[src/rtl/tt_um_acc_pkg.sv]
// Shared constants and FSM state type for the sum accumulator.
`timescale 1ns/1ps
package tt_um_acc_pkg;

  localparam int unsigned WindowDefault = 16;
  localparam int unsigned TotalWDefault = 12;
  // Width of one sample, {Cout, Sum}
  localparam int unsigned SampleW       = 4;
  localparam int unsigned CountW        = 8;

  typedef enum logic [1:0] {
    StIdle,
    StAccum,
    StEmit
  } acc_state_e;

endpackage

[src/rtl/tt_um_acc_out_slot.sv]
// Single-entry output register with valid/ready handshake.
// A load takes priority over the drain of the previous entry.
`timescale 1ns/1ps
module tt_um_acc_out_slot
  import tt_um_acc_pkg::*;
#(
  parameter int unsigned TOTAL_W = TotalWDefault
) (
  input  logic               clk,
  input  logic               rst,
  input  logic               load,
  input  logic [TOTAL_W-1:0] load_total,
  input  logic [CountW-1:0]  load_count,
  input  logic               out_ready,
  output logic [TOTAL_W-1:0] out_total,
  output logic [CountW-1:0]  out_count,
  output logic               out_valid
);

  logic [TOTAL_W-1:0] total_q;
  logic [CountW-1:0]  count_q;
  logic               valid_q;

  // Load a new result, or retire the held one once the consumer takes it
  always_ff @(posedge clk) begin
    if (rst) begin
      total_q <= '0;
      count_q <= '0;
      valid_q <= 1'b0;
    end else if (load) begin
      total_q <= load_total;
      count_q <= load_count;
      valid_q <= 1'b1;
    end else if (valid_q && out_ready) begin
      valid_q <= 1'b0;
    end
  end

  assign out_total = total_q;
  assign out_count = count_q;
  assign out_valid = valid_q;

endmodule

[src/rtl/tt_um_sum_accumulator.sv]
// Windowed accumulator of 4-bit {Cout, Sum} samples from an upstream adder.
// Emits the window total and sample count after WINDOW samples or on flush.
// Optional macro ACC_SATURATE_EN: clamp the running total instead of wrapping.
`timescale 1ns/1ps
module tt_um_sum_accumulator
  import tt_um_acc_pkg::*;
#(
  parameter int unsigned WINDOW  = WindowDefault,
  parameter int unsigned TOTAL_W = TotalWDefault
) (
  input  logic               clk,
  input  logic               rst,
  input  logic [2:0]         Sum,
  input  logic               Cout,
  input  logic               in_valid,
  output logic               in_ready,
  input  logic               flush,
  output logic [TOTAL_W-1:0] out_total,
  output logic [CountW-1:0]  out_count,
  output logic               out_valid,
  input  logic               out_ready
);

  acc_state_e         state_q, state_d;
  logic [TOTAL_W-1:0] acc_q, acc_d;
  logic [CountW-1:0]  cnt_q, cnt_d;

  logic [SampleW-1:0] sample;
  logic [TOTAL_W-1:0] acc_add;
  logic               accept;
  logic               last;
  logic               load;

  assign sample   = {Cout, Sum};
  assign in_ready = (state_q != StEmit);
  assign accept   = in_valid && in_ready;
  // This acceptance completes the window
  assign last     = (cnt_q == CountW'(WINDOW - 1));

`ifdef ACC_SATURATE_EN
  localparam int unsigned SumW = TOTAL_W + 1;
  logic [SumW-1:0] sum_wide;

  // Add with one guard bit and clamp on overflow
  always_comb begin
    sum_wide = {1'b0, acc_q} + SumW'(sample);
    acc_add  = sum_wide[TOTAL_W] ? '1 : sum_wide[TOTAL_W-1:0];
  end
`else
  // Modulo-2^TOTAL_W add
  always_comb begin
    acc_add = acc_q + TOTAL_W'(sample);
  end
`endif

  // Next-state, accumulator update and output-slot load decision
  always_comb begin
    state_d = state_q;
    acc_d   = acc_q;
    cnt_d   = cnt_q;
    load    = 1'b0;
    unique case (state_q)
      StIdle: begin
        // flush has no effect here; only a sample starts a window
        if (accept) begin
          acc_d   = acc_add;
          cnt_d   = cnt_q + CountW'(1);
          state_d = StAccum;
        end
      end
      StAccum: begin
        if (accept) begin
          acc_d = acc_add;
          cnt_d = cnt_q + CountW'(1);
        end
        // A sample on the flush edge is already folded into acc_d above
        if ((accept && last) || flush) begin
          state_d = StEmit;
        end
      end
      StEmit: begin
        if (!out_valid || out_ready) begin
          load    = 1'b1;
          acc_d   = '0;
          cnt_d   = '0;
          state_d = StIdle;
        end
      end
      default: begin
        state_d = StIdle;
      end
    endcase
  end

  // State and accumulator registers
  always_ff @(posedge clk) begin
    if (rst) begin
      state_q <= StIdle;
      acc_q   <= '0;
      cnt_q   <= '0;
    end else begin
      state_q <= state_d;
      acc_q   <= acc_d;
      cnt_q   <= cnt_d;
    end
  end

  tt_um_acc_out_slot #(
    .TOTAL_W (TOTAL_W)
  ) u_out_slot (
    .clk        (clk),
    .rst        (rst),
    .load       (load),
    .load_total (acc_q),
    .load_count (cnt_q),
    .out_ready  (out_ready),
    .out_total  (out_total),
    .out_count  (out_count),
    .out_valid  (out_valid)
  );

endmodule

[config.mk]
export PLATFORM = sky130hd
export DESIGN_NAME = tt_um_sum_accumulator
export DESIGN_NICKNAME = d
export VERILOG_FILES = /design/src/rtl/tt_um_acc_pkg.sv /design/src/rtl/tt_um_acc_out_slot.sv /design/src/rtl/tt_um_sum_accumulator.sv
export SDC_FILE = /design/constraint.sdc
export NUM_CORES = 1
export LEC_CHECK = 0
export CAP_MARGIN = 20
export CORE_MARGIN = 8
export CORE_UTILIZATION = 40
export CTS_CLUSTER_SIZE = 25
export DETAILED_ROUTE_END_ITERATION = 8
export PLACE_DENSITY_LB_ADDON = 0.12
export SLEW_MARGIN = 0
export SYNTH_ARGS = -nofsm -noshare
export SYNTH_HDL_FRONTEND = slang
export SYNTH_SLANG_ARGS = --single-unit
[constraint.sdc]
create_clock -name clk -period 1.65 [get_ports clk]
set_input_delay 0.165 -clock clk [delete_from_list [all_inputs] [get_ports clk]]
set_output_delay 0.165 -clock clk [all_outputs]
set_load 0.02 [all_outputs]
==> impl_results.rst, run 1 <==
.. list-table::
   :header-rows: 1

   * - Metric
     - Value
   * - Cell count after synthesis
     - 220
   * - Global-route wire length before repair
     - 7390 um
   * - Reg-to-Reg End
     - acc_q[8]
   * - Unrepaired setup endpoints after global routing
     - true
   * - Top-level port count
     - 31
   * - Yosys top cell by area
     - sky130_fd_sc_hd__dfxtp_1
   * - Detailed-placement wirelength estimate
     - 3050 um
   * - Fraction of power consumed by sequential logic
     - 52.7%
   * - Synthesized cell area
     - 1850 um^2
   * - Total inserted antenna cells
     - 0
   * - Run status
     - finished clean
   * - Crit Path Class
     - reg2reg
   * - Cell chosen for the clock root
     - sky130_fd_sc_hd__clkbuf_8
   * - Area growth from synthesis to layout
     - 40.5%
   * - Via count
     - 1,717
   * - Worst rel slew slack
     - 76.4%
   * - Synth top area cells
     - sky130_fd_sc_hd__dfxtp_1 (47%), sky130_fd_sc_hd__a21oi_1 (11%), sky130_fd_sc_hd__nand2_1 (10%), sky130_fd_sc_hd__o31ai_1 (4.1%), sky130_fd_sc_hd__or4_1 (4.1%)
   * - Max FO, Critical Path
     - 8
   * - Most used cells in the layout excluding fill and tap cells
     - sky130_fd_sc_hd__nand2_1 (51), sky130_fd_sc_hd__dfxtp_1 (39), sky130_fd_sc_hd__a21oi_1 (36)
   * - Net count, final
     - 293
   * - First-pass detailed-route iteration total
     - 4
   * - Sink count of the clock tree
     - 43
   * - Worst Clk Skew
     - 0.00624 ns
   * - Worst IR drop on VDD
     - 444 uV
   * - H-tree depth reported by CTS
     - 2
   * - Proportion of register bits with asynchronous set or reset after synthesis
     - 0%
   * - Most common cell after layout, fill and taps aside
     - sky130_fd_sc_hd__nand2_1
   * - Data required time at the worst endpoint
     - 1.84 ns
   * - HP Start
     - Sum[0]
   * - Tightest Pin Transition
     - 0.351 ns
   * - Placeable core region
     - 4410 um^2
   * - Routed length per instance
     - 13.1 um
   * - Number of antenna violations at the first check in global routing
     - 0
   * - Clock network fraction of total power
     - 32.0%
   * - DIE AREA
     - 7060 um^2
   * - Endpoints failing setup
     - 0
   * - Skew-Pair Late Insertion Delay
     - 0.30 ns
   * - Worst Reg2Reg Path Length in Cells
     - 6
   * - Category of the worst setup path capture point
     - flop
   * - Post-synthesis sequential area ratio
     - 46.5%
   * - Pins Over Slew Limit
     - 0
   * - Count of standard-cell rows
     - 24
   * - Per-cell via count in the routed design
     - 5.19
   * - Initial drt markers
     - 110
   * - Final GP Congestion
     - 0.793
   * - Critical R2R Launch
     - acc_q[0]
   * - Number of warnings reported in the yosys synthesis log
     - 0
   * - Overflow left after global routing
     - 0
   * - CTS tree
     - built
   * - Remaining design rule violation count
     - 0
   * - Arrival time at the worst endpoint
     - 1.81 ns
   * - Die Width
     - 84.0 um
   * - Maximum number of pins on one net before global-route repair
     - 15
   * - Number of global-route vias before repair
     - 1,589
   * - Total power after layout
     - 0.00205 W
   * - Share of post-route cells with drive strength above 1
     - 20.4%
   * - Syn_area_per_cell
     - 8.41 um^2
   * - Number of unique standard cell types used by synthesis
     - 35
   * - Total wire length after detailed routing
     - 4350 um
   * - Area share of the largest cell type after synthesis
     - 46.5%
   * - Number of synthesized register bits
     - 43
   * - Count of input and output buffers
     - 30
   * - Post-Synthesis Net Count
     - 235
   * - Max-capacitance violation count
     - 0
   * - Main synth FF type
     - sky130_fd_sc_hd__dfxtp_1
   * - Tightest Hold Check Type
     - in2reg
   * - TritonCTS buffer count
     - 5
   * - Upper clock frequency limit
     - 0.616 GHz
   * - Number of nets with antenna violations after detailed routing
     - 0
   * - Sink of the worst hold path
     - acc_q[0]
   * - Sequential cell area
     - 868 um^2
   * - Die Y
     - 84.0 um
   * - CP Launch Type
     - flop
   * - Minimum period implied by the final worst setup slack
     - 1.62 ns
   * - R2R Setup Slk
     - 0.03 ns
   * - Final hold violation count
     - 0
   * - Net switching power figure
     - 0.000529 W
   * - # hold bufs at CTS
     - 0
   * - Global Route Usage Sum
     - 12.6%
   * - Power density of the placed cells
     - 789 nW/um^2
   * - Total negative setup slack
     - 0 ns
   * - Period utilisation layout
     - 98.5%
   * - Cell internal power dissipation
     - 0.00152 W
   * - Count of flip-flops with a built-in enable after synthesis
     - 0
   * - Leakage power summed over all cells
     - 0.941 nW
   * - Total of fill cells in the finished design
     - 404
   * - Part of the power in combinational logic
     - 15.3%
   * - Multi-input gate area in the final layout
     - 1010 um^2
   * - Number of cells on the worst hold path
     - 4
   * - Initial Utilization
     - 41.9%
   * - Clock tree buffer depth
     - 2
   * - Switch share
     - 25.8%
   * - CTS clk-pin slew, worst paths
     - 0.08 ns
==> power groups by stage <==
stage	clock network [W]	registers [W]	logic (W)
CTS	0.000684	0.00108	0.000298
finish	0.000657	0.00108	0.000315
global route	0.000720	0.00108	0.000350
detailed placement	0	0.00110	0.000274
global placement	0	0.00110	0.000274
floorplan	0	0.00110	0.000143
==> worst max path at each step <==
stage               startpoint         to  slack (ns)  cells after the start
CTS                   acc_q[0]   acc_q[8]       -0.03                      6
finish                acc_q[0]   acc_q[8]        0.03                      6
floorplan             acc_q[0]  acc_q[10]       0.008                      6
global placement        Sum[0]   acc_q[8]       -0.35                      7
detailed placement      Sum[0]  acc_q[10]       -0.38                      7
global route          acc_q[0]   acc_q[8]       -0.05                      6
==> through the flow <==
stage	instance area, um^2	setup slack, ns	hold WS [ns]	cells	util [%]
global placement	2390	-0.352	0.443	320	54.2
global route	2600	-0.0480	0.344	331	58.9
detailed placement	2390	-0.379	0.447	320	54.2
CTS	2530	-0.0290	0.458	330	57.3
floorplan	1850	0.00819	0.334	220	-
finish	2600	0.0254	0.342	331	58.9
==> repair_timing <==
item | 4_1_cts | 5_1_grt
resized for setup | 8 | 16
pin swaps | 7 | 16
setup buffers | 2 | 1
endpoints found under the setup margin | 9 | 8
==> critical path: stages, from the launching register on <==
cell                      delay (ns)
sky130_fd_sc_hd__dfxtp_2        0.34
sky130_fd_sc_hd__ha_4           0.16
sky130_fd_sc_hd__fa_2           0.33
sky130_fd_sc_hd__a21o_1         0.21
sky130_fd_sc_hd__a21oi_4        0.24
sky130_fd_sc_hd__or4_1          0.16
sky130_fd_sc_hd__a21oi_1        0.07
==> sequential cells by signal, summed over array words and instances, names as in the netlist <==
| register | cells |
|---|---|
| acc_q | 12 |
| u_out_slot.out_total | 12 |
| cnt_q | 8 |
| u_out_slot.out_count | 8 |
| state_q | 2 |
| u_out_slot.out_valid | 1 |
==> final cells by class <==
cell class / count / share of cell area [%]
multi-input combinational: 162 / 38.7
sequential: 43 / 33.4
timing repair buffer: 62 / 21.7
clock buffer: 7 / 2.94
tap: 52 / 2.50
inverter: 4 / 0.577
clock inverter: 1 / 0.192
==> synthesized netlist by cell type, drive strengths merged, types with 2 or more instances <==
cell type / instances
a21o: 2
a21oi: 40
a22oi: 3
and2b: 2
and3: 2
and4: 2
buf: 4
clkbuf: 7
dfxtp: 43
ha: 5
inv: 4
nand2: 51
nand2b: 2
nand3: 4
nor2: 7
nor3: 2
o21ai: 3
o31ai: 10
o32ai: 2
or3: 3
or4: 10
xnor2: 2
==> kinds of logic after synthesis <==
kind of cell | count (synthesis) | share of synthesized area (%)
adder cells (fa/ha/maj) | 6 | 4.46
AO/OA/AOI/OAI | 63 | 20.1
flip-flops | 43 | 46.5
AND/OR/NAND/NOR | 89 | 23.1
buffers and inverters | 15 | 3.85
XOR/XNOR | 3 | 1.42
multiplexers | 1 | 0.541
==> routing by layer <==
| metal | vias up | GRT usage (%) | wire (um) |
|---|---|---|---|
| met2 | 30 | 19.0 | 1910 |
| met4 | 0 | 4.71 | 88 |
| met1 | 784 | 15.4 | 2140 |
| met5 | - | 0 | 0 |
| met3 | 8 | 5.57 | 209 |
| li1 | 895 | - | - |
No activity file was read; power rests on OpenSTA's default activity.
==> run 2: changes to the inputs <==
- clock period: 1.65 -> 1.9 ns (I/O delays scaled with it)
==> run 2 against run 1 <==
  * Hold slack better by 0.11 ns
  * Cell count decreased by 4.5%
  * Combinational power decreased by 34%
  * Fmax shrank 7.7%
  * Sequential share of layout area grew 2.7 points
  * Setup slack gained 0.11 ns
  * First-iteration DRC count decreased by 34%
  * Design area fell by 8.2%
  * Wire length is 0.80% higher
  * Count of clock-buffer cells in the layout shrank 2
  * Register-to-register slack improved by 0.11 ns
  * Critical endpoint is now acc_q[10]
  * Largest power group unchanged
==> impl_results.rst, run 2 (synthesis gave the netlist of run 1 again) <==
.. list-table::
   :header-rows: 1

   * - Metric
     - Value
   * - Number of antenna violations at the first check in global routing
     - 0
   * - Period utilisation layout
     - 92.7%
   * - CTS clk-pin slew, worst paths
     - 0.08 ns
   * - CP Launch Type
     - flop
   * - Category of the worst setup path capture point
     - flop
   * - Max stage delay cell, worst path
     - sky130_fd_sc_hd__or4_1
   * - Via count
     - 1,663
   * - Share of post-route cells with drive strength above 1
     - 10.6%
   * - Post-CTS Setup Repair Bufs
     - 0
   * - Leakage power summed over all cells
     - 0.842 nW
   * - Routed length per instance
     - 13.9 um
   * - Placeable core region
     - 4410 um^2
   * - Minimum period implied by the final worst setup slack
     - 1.76 ns
   * - Crit path buf inv count
     - 1
   * - Most used cells in the layout excluding fill and tap cells
     - sky130_fd_sc_hd__nand2_1 (51), sky130_fd_sc_hd__dfxtp_1 (43), sky130_fd_sc_hd__a21oi_1 (39)
   * - Worst IR drop on VDD
     - 324 uV
   * - Upper clock frequency limit
     - 0.568 GHz
   * - Worst Clk Skew
     - 0.00408 ns
   * - Pins Over Slew Limit
     - 0
   * - Die Width
     - 84.0 um
   * - Sink count of the clock tree
     - 43
   * - Count of standard-cell rows
     - 24
   * - Total inserted antenna cells
     - 0
   * - Number of global-route vias before repair
     - 1,634
   * - Number of nets with antenna violations after detailed routing
     - 0
   * - Tightest Hold Check Type
     - reg2reg
   * - Endpoints failing setup
     - 0
   * - Global-route wire length before repair
     - 7730 um
   * - DIE AREA
     - 7060 um^2
   * - Max-capacitance violation count
     - 0
   * - Crit Path Class
     - reg2reg
   * - Net count, final
     - 278
   * - Worst path most repeated cell
     - sky130_fd_sc_hd__a21oi_1
   * - Total wire length after detailed routing
     - 4380 um
   * - Count of input and output buffers
     - 30
   * - Area growth from synthesis to layout
     - 28.9%
   * - Die Y
     - 84.0 um
   * - CP top delay family
     - simple AND/OR/NAND/NOR gates
   * - Max FO, Critical Path
     - 8
   * - Maximum number of pins on one net before global-route repair
     - 32
   * - Maximum cell stage delay along the critical path
     - 0.46 ns
   * - Top-level port count
     - 31
   * - Per-cell via count in the routed design
     - 5.26
   * - CTS tree
     - built
   * - Clock tree buffer depth
     - 2
   * - Remaining design rule violation count
     - 0
   * - First-pass detailed-route iteration total
     - 4
   * - Most common cell after layout, fill and taps aside
     - sky130_fd_sc_hd__nand2_1
   * - Run status
     - finished clean
   * - H-tree depth reported by CTS
     - 2
   * - Worst hold slack
     - 0.456 ns
   * - Overflow left after global routing
     - 0
   * - Arrival time at the worst endpoint
     - 1.99 ns
   * - Tightest Pin Transition
     - 0.340 ns
   * - Data required time at the worst endpoint
     - 2.13 ns
   * - Worst rel slew slack
     - 77.1%
   * - Initial drt markers
     - 73
   * - Final standard cell utilization of the core
     - 54.1%
   * - Global Route Usage Sum
     - 13.1%
   * - Cell chosen for the clock root
     - sky130_fd_sc_hd__clkbuf_8
   * - Final hold violation count
     - 0
   * - Critical Path, Cell by Cell
     - ha_1, fa_1, a21o_1, a21oi_1, buf_4, or4_1, a21oi_1
   * - Final GP Congestion
     - 0.769
   * - Unrepaired setup endpoints after global routing
     - false
   * - Initial Utilization
     - 41.9%
   * - Skew-Pair Late Insertion Delay
     - 0.29 ns
   * - # hold bufs at CTS
     - 0
   * - Power density of the placed cells
     - 718 nW/um^2
   * - TritonCTS buffer count
     - 5
   * - Detailed-placement wirelength estimate
     - 3120 um
-- run 2: metrics by stage --
| step | std cells | instance area (um^2) | setup WS, ns | setup TNS [ns] | power (W) |
|---|---|---|---|---|---|
| floorplan | 220 | 1850 | 0.153 | 0 | 0.00108 |
| global placement | 308 | 2300 | -0.125 | -0.726 | 0.00116 |
| detailed placement | 308 | 2300 | -0.147 | -0.848 | 0.00117 |
| CTS | 316 | 2380 | 0.0529 | 0 | 0.00174 |
| global route | 316 | 2390 | 0.0220 | 0 | 0.00179 |
| finish | 316 | 2390 | 0.139 | 0 | 0.00171 |
-- run 2: per-layer routing --
layer / up-vias / track usage (%) / wire (um)
li1: 869 / - / -
met1: 755 / 16.1 / 2190
met2: 35 / 20.6 / 1980
met4: 0 / 5.02 / 30
met3: 4 / 4.00 / 188
met5: - / 0 / 0
-- run 2: cell type report --
cell class              instances  area, um^2
inverters                       4        15.0
well taps                      52        65.1
fillers                       432        2030
clock inverters                 3        15.0
clock buffers                   5        68.8
flip-flops and latches         43         861
repair buffers                 47         443
multi-input cells             162         918
-- run 2: final timing paths --
kind	to	slack (ns)	startpoint	cells after the start
setup reg to reg	acc_q[10]	0.14	acc_q[0]	7
hold / removal	u_out_slot.out_total[2]	0.46	u_out_slot.out_total[2]	2
hold reg to reg	u_out_slot.out_total[2]	0.46	u_out_slot.out_total[2]	2
setup / recovery	acc_q[10]	0.14	acc_q[0]	7
-- run 2: timing repair --
| action | in CTS | in global routing |
|---|---|---|
| gates resized for setup | 0 | 1 |
| endpoints found under the hold margin | 0 | 0 |
| endpoints found under the setup margin | 0 | 1 |
-- run 2: report_power, final --
group / switching (W) / internal, W / leakage, nW
combinational: 0.000107 / 0.000100 / 0.446
clock: 0.000318 / 0.000252 / 0.0477
sequential: 0.0000177 / 0.000919 / 0.348
total: 0.000443 / 0.00127 / 0.842
-- run 2: worst reg2reg max path, stage by stage (launching register included) --
cell and delay, ns:
sky130_fd_sc_hd__dfxtp_1 0.36, sky130_fd_sc_hd__ha_1 0.19, sky130_fd_sc_hd__fa_1 0.20, sky130_fd_sc_hd__a21o_1 0.11, sky130_fd_sc_hd__a21oi_1 0.06, sky130_fd_sc_hd__buf_4 0.16, sky130_fd_sc_hd__or4_1 0.46, sky130_fd_sc_hd__a21oi_1 0.15
